`config.mk`:
```
export PLATFORM = sky130hd
export DESIGN_NAME = music_fetch
export DESIGN_NICKNAME = d
export VERILOG_FILES = /design/src/rtl/music_fetch.sv
export SDC_FILE = /design/constraint.sdc
export NUM_CORES = 1
export LEC_CHECK = 0
export BUFFER_PORTS_ARGS = -buffer_cell sky130_fd_sc_hd__buf_2
export CAP_MARGIN = 20
export CORE_ASPECT_RATIO = 0.6
export CORE_MARGIN = 2
export CORE_UTILIZATION = 40
export CTS_CLUSTER_DIAMETER = 100
export CTS_CLUSTER_SIZE = 40
export DETAILED_ROUTE_END_ITERATION = 10
export SETUP_SLACK_MARGIN = 0.4
export SYNTH_ARGS = -nofsm -noshare
export SYNTH_HDL_FRONTEND = slang
export SYNTH_SLANG_ARGS = --single-unit
```
`constraint.sdc`:
```
create_clock -name clk_i -period 4.5 [get_ports clk_i]
set_input_delay 0.9 -clock clk_i [delete_from_list [all_inputs] [get_ports clk_i]]
set_output_delay 0.9 -clock clk_i [all_outputs]
set_load 0.05 [all_outputs]
```
`src/rtl/music_fetch.sv`:
```
// music_fetch: instruction fetch and repeat-resolution stage for the note player.
// Reads 16-bit music words from an asynchronous SRAM, resolves REP1/REP2 pairs with a
// nested loop stack and hands a flat stream of note/BPM/END words over valid/ready.
//
// Optional feature macro: MUSIC_FETCH_REP_EN
//   defined   -> repeat resolution with a RepDepth-entry loop stack
//   undefined -> REP1/REP2 words are skipped, loop_depth_o tied to 0
//
// Ports:
//   clk_i          system clock
//   rst_ni         synchronous active-low reset
//   sram_a_o       SRAM word address (program counter)
//   sram_d_i       SRAM read data
//   sram_*_o       SRAM strobes, constant read-enable
//   ins_valid_o    ins_data_o holds a word for the player
//   ins_ready_i    player accepts the word this cycle
//   ins_data_o     note, BPM or END word
//   done_o         END accepted, fetch halted
//   err_o          sticky error flag
//   loop_depth_o   occupied loop-stack entries
module music_fetch #(
  parameter int unsigned AddrW    = 18,
  parameter int unsigned RepDepth = 7
) (
  input  logic             clk_i,
  input  logic             rst_ni,
  output logic [AddrW-1:0] sram_a_o,
  input  logic [15:0]      sram_d_i,
  output logic             sram_we_o,
  output logic             sram_ce_o,
  output logic             sram_oe_o,
  output logic             sram_lb_o,
  output logic             sram_ub_o,
  output logic             ins_valid_o,
  input  logic             ins_ready_i,
  output logic [15:0]      ins_data_o,
  output logic             done_o,
  output logic             err_o,
  output logic [2:0]       loop_depth_o
);

  // loop_depth_o is 3 bits wide, so deeper stacks cannot be reported.
  if (RepDepth > 7) begin : g_bad_depth
    $error("RepDepth must not exceed 7");
  end

  typedef enum logic [2:0] {StFetch, StWait, StLatch, StDecode, StOut, StHalt} state_e;

  state_e           state_q, state_d;
  logic [AddrW-1:0] pc_q, pc_d;
  logic [AddrW-1:0] pc_inc;
  logic [15:0]      ir_q, ir_d;
  logic [15:0]      data_q, data_d;
  logic             err_q, err_d;

  assign pc_inc = pc_q + AddrW'(1);

`ifdef MUSIC_FETCH_REP_EN
  logic             pend_q, pend_d;
  logic [11:0]      rep_hi_q, rep_hi_d;
  logic [AddrW-1:0] rep_p_q, rep_p_d;
  logic [2:0]       depth_q, depth_d;
  logic [AddrW-1:0] stk_line_q [RepDepth];
  logic [AddrW-1:0] stk_line_d [RepDepth];
  logic [5:0]       stk_rem_q  [RepDepth];
  logic [5:0]       stk_rem_d  [RepDepth];
  logic [2:0]       top_idx;
  logic [AddrW-1:0] rep_tgt, rep_next;
  logic             top_hit;

  assign top_idx  = depth_q - 3'd1;
  assign rep_tgt  = AddrW'({rep_hi_q, ir_q[11:6]});
  assign rep_next = rep_p_q + AddrW'(2);
  // A REP2 that revisits the pair on top of the stack is a loop back-edge, not a new loop.
  assign top_hit  = (depth_q != 3'd0) && (stk_line_q[top_idx] == rep_p_q);
`endif

  always_comb begin
    state_d = state_q;
    pc_d    = pc_q;
    ir_d    = ir_q;
    data_d  = data_q;
    err_d   = err_q;
`ifdef MUSIC_FETCH_REP_EN
    pend_d     = pend_q;
    rep_hi_d   = rep_hi_q;
    rep_p_d    = rep_p_q;
    depth_d    = depth_q;
    stk_line_d = stk_line_q;
    stk_rem_d  = stk_rem_q;
`endif
    unique case (state_q)
      StFetch:  state_d = StWait;
      StWait:   state_d = StLatch;
      StLatch: begin
        ir_d    = sram_d_i;
        state_d = StDecode;
      end
      StDecode: begin
        state_d = StFetch;
`ifdef MUSIC_FETCH_REP_EN
        // Orphaned REP1: flag it, drop it, then decode the current word normally.
        if (pend_q && (ir_q[15:12] != 4'b0011)) begin
          err_d  = 1'b1;
          pend_d = 1'b0;
        end
`endif
        casez (ir_q[15:12])
          4'b1???, 4'b000?: begin
            data_d  = ir_q;
            state_d = StOut;
          end
          4'b0010: begin
            pc_d = pc_inc;
`ifdef MUSIC_FETCH_REP_EN
            rep_hi_d = ir_q[11:0];
            rep_p_d  = pc_q;
            pend_d   = 1'b1;
`endif
          end
          4'b0011: begin
`ifdef MUSIC_FETCH_REP_EN
            if (!pend_q) begin
              err_d = 1'b1;
              pc_d  = pc_inc;
            end else begin
              pend_d = 1'b0;
              if (top_hit) begin
                if (stk_rem_q[top_idx] == 6'd0) begin
                  depth_d = depth_q - 3'd1;
                  pc_d    = rep_next;
                end else begin
                  stk_rem_d[top_idx] = stk_rem_q[top_idx] - 6'd1;
                  pc_d               = rep_tgt;
                end
              end else if (ir_q[5:0] == 6'd0) begin
                pc_d = rep_next;
              end else if ((rep_tgt >= rep_p_q) || (depth_q == 3'(RepDepth))) begin
                err_d = 1'b1;
                pc_d  = rep_next;
              end else begin
                stk_line_d[depth_q] = rep_p_q;
                stk_rem_d[depth_q]  = ir_q[5:0] - 6'd1;
                depth_d             = depth_q + 3'd1;
                pc_d                = rep_tgt;
              end
            end
`else
            pc_d = pc_inc;
`endif
          end
          default: begin
            err_d = 1'b1;
            pc_d  = pc_inc;
          end
        endcase
      end
      StOut: begin
        if (ins_ready_i) begin
          pc_d    = pc_inc;
          state_d = (data_q[15:12] == 4'b0000) ? StHalt : StFetch;
        end
      end
      StHalt:  state_d = StHalt;
      default: state_d = StFetch;
    endcase
  end

  always_ff @(posedge clk_i) begin
    if (!rst_ni) begin
      state_q <= StFetch;
      pc_q    <= '0;
      ir_q    <= '0;
      data_q  <= '0;
      err_q   <= 1'b0;
`ifdef MUSIC_FETCH_REP_EN
      pend_q   <= 1'b0;
      rep_hi_q <= '0;
      rep_p_q  <= '0;
      depth_q  <= '0;
      for (int i = 0; i < int'(RepDepth); i++) begin
        stk_line_q[i] <= '0;
        stk_rem_q[i]  <= '0;
      end
`endif
    end else begin
      state_q <= state_d;
      pc_q    <= pc_d;
      ir_q    <= ir_d;
      data_q  <= data_d;
      err_q   <= err_d;
`ifdef MUSIC_FETCH_REP_EN
      pend_q     <= pend_d;
      rep_hi_q   <= rep_hi_d;
      rep_p_q    <= rep_p_d;
      depth_q    <= depth_d;
      stk_line_q <= stk_line_d;
      stk_rem_q  <= stk_rem_d;
`endif
    end
  end

  assign sram_a_o    = pc_q;
  assign sram_we_o   = 1'b1;
  assign sram_ce_o   = 1'b0;
  assign sram_oe_o   = 1'b0;
  assign sram_lb_o   = 1'b0;
  assign sram_ub_o   = 1'b0;
  assign ins_valid_o = (state_q == StOut);
  assign ins_data_o  = data_q;
  assign done_o      = (state_q == StHalt);
  assign err_o       = err_q;
`ifdef MUSIC_FETCH_REP_EN
  assign loop_depth_o = depth_q;
`else
  assign loop_depth_o = 3'd0;
`endif

endmodule
```
==> reports/summary.txt, run 1 <==
===========================================================================
Outcome ......................................................    completed
Number of hold-repair buffers added at the cts stage .........            0
Number of clock buffers inserted by TritonCTS ................            5
Sequential cell area in the final layout .....................  0.00108 mm2
Clock latency on the worst-skew pair .........................      0.31 ns
Overall fraction of global-route tracks in use ...............        16.2%
First-pass GRT wire length ...................................      8420 um
Syn Inst Count ...............................................          271
Tightest slew margin relative to the limit ...................        30.0%
Critical Path Sink Type ...................................... primary output
Average wire length per cell after detail routing ............      13.1 um
End point of the most critical hold path .....................      ir_q[7]
Switch share .................................................        27.4%
Power Dens Cells .............................................   351 mW/mm2
Detailed-route via count .....................................         1975
Quantity of gates resized following cts ......................            0
H-tree levels ................................................            2
# clock sinks ................................................           54
Final max-slew violation count ...............................            0
Hold violation total from the final report ...................            0
Aggregate routed wire length .................................      5190 um
Psw ..........................................................       263 uW
Hold Crit Depth ..............................................            2
Pin count of the biggest net entering global routing .........           52
Footprint of the multi-input gates ...........................  0.00113 mm2
Critical Path RT .............................................      3.60 ns
Measured slew at the worst slew-check pin ....................      1.05 ns
Port buffer count ............................................           55
Post-synth top area share ....................................        45.8%
Total placed instance area ...................................  0.00262 mm2
Depth of the worst register-to-register path .................            4
Buffer type at the clock tree root ........................... sky130_fd_sc_hd__clkbuf_8
Antenna-violating nets left ..................................            0
Clk pwr share ................................................        35.2%
Max capacitance violation total ..............................            0
Post-synth EDFFs .............................................            0
Horizontal die dimension .....................................       103 um
Detailed-router iteration count before antenna repair ........            4
Worst voltage drop across the vdd grid .......................       170 uV
Post-synthesis to final-layout area growth ...................        15.7%
Final sum of negative setup slack ............................         0 ns
DR iter-0 viols ..............................................           56
Clk buf depth ................................................            2
Effective utilization at floorplan ...........................        41.8%
Post-layout utilization of the core ..........................        48.4%
TritonCTS clock tree .........................................         done
Top cells by area, synth ..................................... sky130_fd_sc_hd__dfxtp_1 (46%), sky130_fd_sc_hd__a21oi_1 (7.2%), sky130_fd_sc_hd__nand2_1 (6.7%)
Asr flop ratio synth .........................................           0%
Post-detailed-route DRC marker count .........................            0
Mean post-synth cell area ....................................     8.72 um2
Ratio of cells with drive above 1 in the final layout ........        22.5%
Layout Nets ..................................................          334
Worst slack, placed ..........................................      2.17 ns
Half-perimeter wire length after placement ...................      3510 um
Number of top-level design ports .............................           64
Die Footprint ................................................  0.00656 mm2
Startpoint Class .............................................    flip-flop
Share of total power in combinational logic ..................        11.5%
Hold Crit Start ..............................................      ir_q[7]
Arr. time, crit path .........................................      1.58 ns
Routability cong. ............................................        0.817
Achievable Freq ..............................................      403 MHz
Cell internal power dissipation ..............................       697 uW
Antenna violations before repair .............................            0
Via-per-instance ratio .......................................         5.00
Area of the mapped netlist ...................................  0.00236 mm2
Filler Cell Count ............................................          555
Warning count from the yosys run .............................            0
Total number of placement rows ...............................           21
Number of buffers added for setup after CTS ..................            0
Worst Skew ...................................................   0.00997 ns
Antenna cells ................................................            0
Core area ....................................................  0.00565 mm2
Total of flip-flops plus latches after synthesis .............           54
Sequential share of power ....................................        53.3%
Overall power ................................................       961 uW
Post-synthesis sequential area ratio .........................        45.8%
Most instantiated flip-flop cell in the synthesis netlist .... sky130_fd_sc_hd__dfxtp_1
Critical Setup Path Class .................................... flip-flop to primary output
Worst Path Max Fanout ........................................           12
Number of global-route vias before repair ....................         1683
Class of the most critical hold timing path .................. flip-flop to flip-flop
Static leakage ...............................................      1.16 nW
Worst Setup Slack, final .....................................      2.02 ns
Distinct cell type count of the synthesized netlist ..........           41
Worst R2R Start ..............................................   state_q[0]
Post-synth top area cell ..................................... sky130_fd_sc_hd__dfxtp_1
Remaining Overflow, GRT ......................................            0
Final Setup Violations .......................................            0
FF-to-FF End ................................................. sram_a_o[15]
Post-route cell area .........................................  0.00273 mm2
RSZ-0062 raised after global routing .........................           no
Worst-path clk slew ..........................................      0.10 ns
Share of the cycle needed by the critical path after routing .        55.1%
FF-to-FF setup slack .........................................      2.33 ns
Post-layout min period .......................................      2.48 ns
Die height ...................................................      63.5 um
===========================================================================
[cell type report]
type,instances,share of cell area (%)
tap,80,3.66
sequential,54,39.5
clock buffer,5,2.52
clock inverter,3,1.74
inverter,5,0.686
multi-input combinational,191,41.2
timing repair buffer,57,10.6
[per-layer routing]
| metal | up-vias | wire [um] | global-route usage, % |
|---|---|---|---|
| li1 | 1020 | - | - |
| met1 | 901 | 2920 | 26.6 |
| met2 | 52 | 1920 | 20.5 |
| met3 | 2 | 321 | 4.44 |
| met4 | 0 | 19 | 2.96 |
| met5 | - | 0 | 0 |
[sequential cells by signal, indices dropped and copies added, names as in the netlist]
name        flops
sram_a_o       18
ins_data_o     16
ir_q           16
state_q         3
err_o           1
[worst max-delay path by stage]
stage	startpoint	endpoint	slack, ns	depth (start not counted)
after floorplan	state_q[0]	sram_a_o[12]	2.35	6
after global placement	ins_ready_i	sram_a_o[17]	2.22	5
after detailed placement	ins_ready_i	sram_a_o[17]	2.17	5
after CTS	state_q[2]	ins_valid_o	2.04	2
after global routing	state_q[2]	ins_valid_o	1.96	2
final	state_q[2]	ins_valid_o	2.02	2
[kinds of logic after synthesis]
| kind of cell | share of synthesized area, % |
|---|---|
| AND/OR/NAND/NOR | 23.6 |
| adder cells (fa/ha/maj) | 0.530 |
| XOR/XNOR | 0.371 |
| buffers and inverters | 7.68 |
| flip-flops | 45.8 |
| AO/OA/AOI/OAI | 15.4 |
| other | 0.318 |
| multiplexers | 6.36 |
[power groups by stage]
stage | clock network (mW) | registers (mW) | logic [mW]
after floorplan | 0 | 0.519 | 0.0999
after global placement | 0 | 0.522 | 0.110
after detailed placement | 0 | 0.523 | 0.111
after CTS | 0.342 | 0.512 | 0.111
after global routing | 0.363 | 0.515 | 0.122
final | 0.338 | 0.512 | 0.110
[critical path, cell delays in order, from the launching register on]
cell and delay (ns):
sky130_fd_sc_hd__dfxtp_1 0.54, sky130_fd_sc_hd__nor3b_2 0.41, sky130_fd_sc_hd__buf_2 0.34
[placed cells by master (no fill, tap or decap), drive strengths merged, types with 3 or more instances in the layout]
cell / n
or3: 3
nor2: 18
or4: 11
nand2: 42
buf: 57
nand3: 5
mux2i: 15
inv: 5
nor3b: 3
nand4: 3
o21ai: 8
clkbuf: 5
a21oi: 34
o31ai: 11
dfxtp: 54
nand2b: 4
and4: 3
conb: 8
[cell usage after synthesis (5+ instances only)]
| library cell | instances |
|---|---|
| sky130_fd_sc_hd__o21ai_0 | 7 |
| sky130_fd_sc_hd__or4_1 | 11 |
| sky130_fd_sc_hd__mux2i_1 | 15 |
| sky130_fd_sc_hd__buf_4 | 11 |
| sky130_fd_sc_hd__nand3_1 | 5 |
| sky130_fd_sc_hd__o31ai_1 | 11 |
| sky130_fd_sc_hd__a21oi_1 | 34 |
| sky130_fd_sc_hd__nor2_1 | 18 |
| sky130_fd_sc_hd__clkbuf_1 | 10 |
| sky130_fd_sc_hd__dfxtp_1 | 54 |
| sky130_fd_sc_hd__nand2_1 | 42 |
[metrics by stage]
step                hold WS [ns]  cells
floorplan                  0.436    277
global placement           0.444    387
detailed placement         0.448    387
CTS                        0.462    395
global route               0.482    395
finish                     0.460    395
No activity file was read; power rests on OpenSTA's default activity.
==> run 2, diff against run 1 <==
Settings changed: PLACE_DENSITY set to 0.66.
Clock period 4.5 ns to 2 ns, I/O delays scaled along.
==> run 2 against run 1 <==
Compared with the run above: cell count up 7.8%; highest routed layer unchanged; die area unchanged; critical path depth up 2; sequential power up 120%; hold slack worse by 0.14 ns; largest cell class unchanged; combinational power rose to 3.7 times the previous value; via count up 12%; setup slack worse by 1.8 ns; sequential share of layout area down 5.5 points.
==> reports/summary.txt, run 2 (synthesized netlist as in run 1, its figures left out) <==
===========================================================================
Number of global-route vias before repair ....................         1894   +13%
Clk buf depth ................................................            2   unchanged
# clock sinks ................................................           54   unchanged
Post-layout min period .......................................      1.74 ns
DP Cell Count ................................................          393   +1.6%
TritonCTS clock tree .........................................         done
Post-detailed-route DRC marker count .........................            0   unchanged
Overall power ................................................      2.28 mW   +140%
Cell Chain, Critical Path .................................... and4_4, nand4_1, or4_1, a21oi_1
Startpoint Class .............................................    flip-flop
Filler Cell Count ............................................          476   -14%
Die Footprint ................................................  0.00656 mm2   unchanged
Tightest slew margin relative to the limit ...................        64.0%   +34 points
Average wire length per cell after detail routing ............      14.5 um   +10%
Achievable Freq ..............................................      574 MHz
Port buffer count ............................................           55   unchanged
Hold violation total from the final report ...................            0   unchanged
Critical Path RT .............................................      2.25 ns   -1.35 ns
Horizontal die dimension .....................................       103 um   unchanged
Wire length the detailed router placed on met1 ...............      2980 um   +2.1%
H-tree levels ................................................            2   unchanged
DR iter-0 viols ..............................................          119   +110%
Worst Skew ...................................................   0.00898 ns   -0.000981 ns
Buffer type at the clock tree root ........................... sky130_fd_sc_hd__clkbuf_8
First-pass GRT wire length ...................................      9540 um   +13%
Outcome ......................................................    completed
Core area ....................................................  0.00565 mm2   unchanged
Detailed-route via count .....................................         2221   +12%
Via-per-instance ratio .......................................         5.21   +4.3%
Depth of the worst register-to-register path .................            4   unchanged
Antenna cells ................................................            0   unchanged
Worst-path clk slew ..........................................      0.10 ns   about the same
Aggregate routed wire length .................................      6180 um   +19%
Class of the most critical hold timing path .................. input port to flip-flop
Worst voltage drop across the vdd grid .......................       357 uV   +110%
Total number of placement rows ...............................           21   unchanged
Static leakage ...............................................      1.39 nW   +20%
Critical Setup Path Class .................................... flip-flop to flip-flop
Antenna violations before repair .............................            0   unchanged
Remaining Overflow, GRT ......................................            0   unchanged
Worst-path cell with the longest stage delay ................. sky130_fd_sc_hd__or4_1
Antenna-violating nets left ..................................            0   unchanged
Power Dens Cells .............................................   695 mW/mm2   +98%
Fin cells ....................................................          426   +7.8%
Uppermost layer routed .......................................         met4
Post-layout utilization of the core ..........................        58.0%   +9.6 points
Worst Path Max Fanout ........................................            7   -5
Max capacitance violation total ..............................            0   unchanged
Slowest stage delay, CP ......................................      0.60 ns   +0.06 ns
Pin count of the biggest net entering global routing .........           40   -23%
Flip-flop count of the largest register after layout .........           18   unchanged
Number of hold-repair buffers added at the cts stage .........            0   unchanged
Final sum of negative setup slack ............................         0 ns   unchanged
Worst slack, placed ..........................................     0.198 ns   -1.97 ns
Detailed-routed wire length on met3 ..........................       416 um   +30%
Leading cell type in the layout, fill and taps excluded ...... sky130_fd_sc_hd__buf_2
Overall fraction of global-route tracks in use ...............        18.4%   +2.2 points
Routability cong. ............................................        0.810   -0.83%
Final Setup Violations .......................................            0   unchanged
Post-synthesis to final-layout area growth ...................        38.6%
Ratio of cells with drive above 1 in the final layout ........        40.5%   +18 points
Commonest cells after routing, fill and taps aside ........... sky130_fd_sc_hd__buf_2 (53), sky130_fd_sc_hd__nand2_1 (42), sky130_fd_sc_hd__dfxtp_1 (37)
Number of clock buffers inserted by TritonCTS ................            5   unchanged
Worst Setup Slack, final .....................................     0.259 ns   -1.76 ns
Clock latency on the worst-skew pair .........................      0.31 ns   about the same
Effective utilization at floorplan ...........................        41.8%   unchanged
Die height ...................................................      63.5 um   unchanged
Number of top-level design ports .............................           64   unchanged
Hold Crit Depth ..............................................            3   +1
Share of the cycle needed by the critical path after routing .        87.0%
Amount of wire on met2 after detailed routing ................      2740 um   +43%
Measured slew at the worst slew-check pin ....................     0.535 ns   -0.514 ns
Half-perimeter wire length after placement ...................      3710 um   +5.7%
Layout Nets ..................................................          365   +9.3%
Detailed-router iteration count before antenna repair ........            4   unchanged
Critical Path Sink Type ......................................    flip-flop
RSZ-0062 raised after global routing .........................          yes
Arr. time, crit path .........................................      1.99 ns   +0.41 ns
Final max-slew violation count ...............................            0   unchanged
===========================================================================
-- run 2: layout make-up --
cell class | instances | area, um2 | share of cell area (%)
multi-input combinational | 194 | 1340 | 41.0
sequential | 54 | 1110 | 34.0
timing repair buffer | 85 | 587 | 17.9
tap | 80 | 100 | 3.06
clock buffer | 6 | 72.6 | 2.22
clock inverter | 2 | 37.5 | 1.15
inverter | 5 | 18.8 | 0.573
-- run 2: path summary, 6_finish.rpt --
check / from / endpoint / slack [ns]
worst max-delay path: sram_a_o[3] / sram_a_o[15] / 0.26
worst max register to register: sram_a_o[3] / sram_a_o[15] / 0.26
worst min register to register: ir_q[10] / ir_q[10] / 0.46
worst min-delay path: sram_d_i[5] / ir_q[5] / 0.32
-- run 2: per-stage QoR --
stage | hold WS, ns | cell area (um2)
final | 0.321 | 3270
after floorplan | 0.436 | 2430
after detailed placement | 0.447 | 2710
after global placement | 0.442 | 2710
after CTS | 0.312 | 3040
after global routing | 0.305 | 3270
-- run 2: what timing repair did --
item | 4_1_cts | 5_1_grt
gates cloned | 3 | 0
hold endpoints to repair | 0 | 0
endpoints found under the setup margin | 21 | 41
pin swaps | 10 | 14
resized for setup | 23 | 36
setup buffers | 13 | 9
-- run 2: power breakdown --
part | switching, mW | internal (mW)
combinational | 0.241 | 0.166
clock | 0.359 | 0.374
sequential | 0.0287 | 1.11
total | 0.628 | 1.65
-- run 2: worst max-delay path: cells and delay by family (launching register included) --
kind               cells  cell delay (ns)
and+or+nand+nor        3             1.14
AOI/OAI and AO/OA      1             0.16
DFF                    1             0.39
-- run 2: per-layer routing --
metal | vias up | GRT usage (%)
met2 | 84 | 25.5
met4 | 0 | 3.78
met5 | - | 0
met3 | 7 | 4.77
met1 | 1034 | 28.4
li1 | 1096 | -
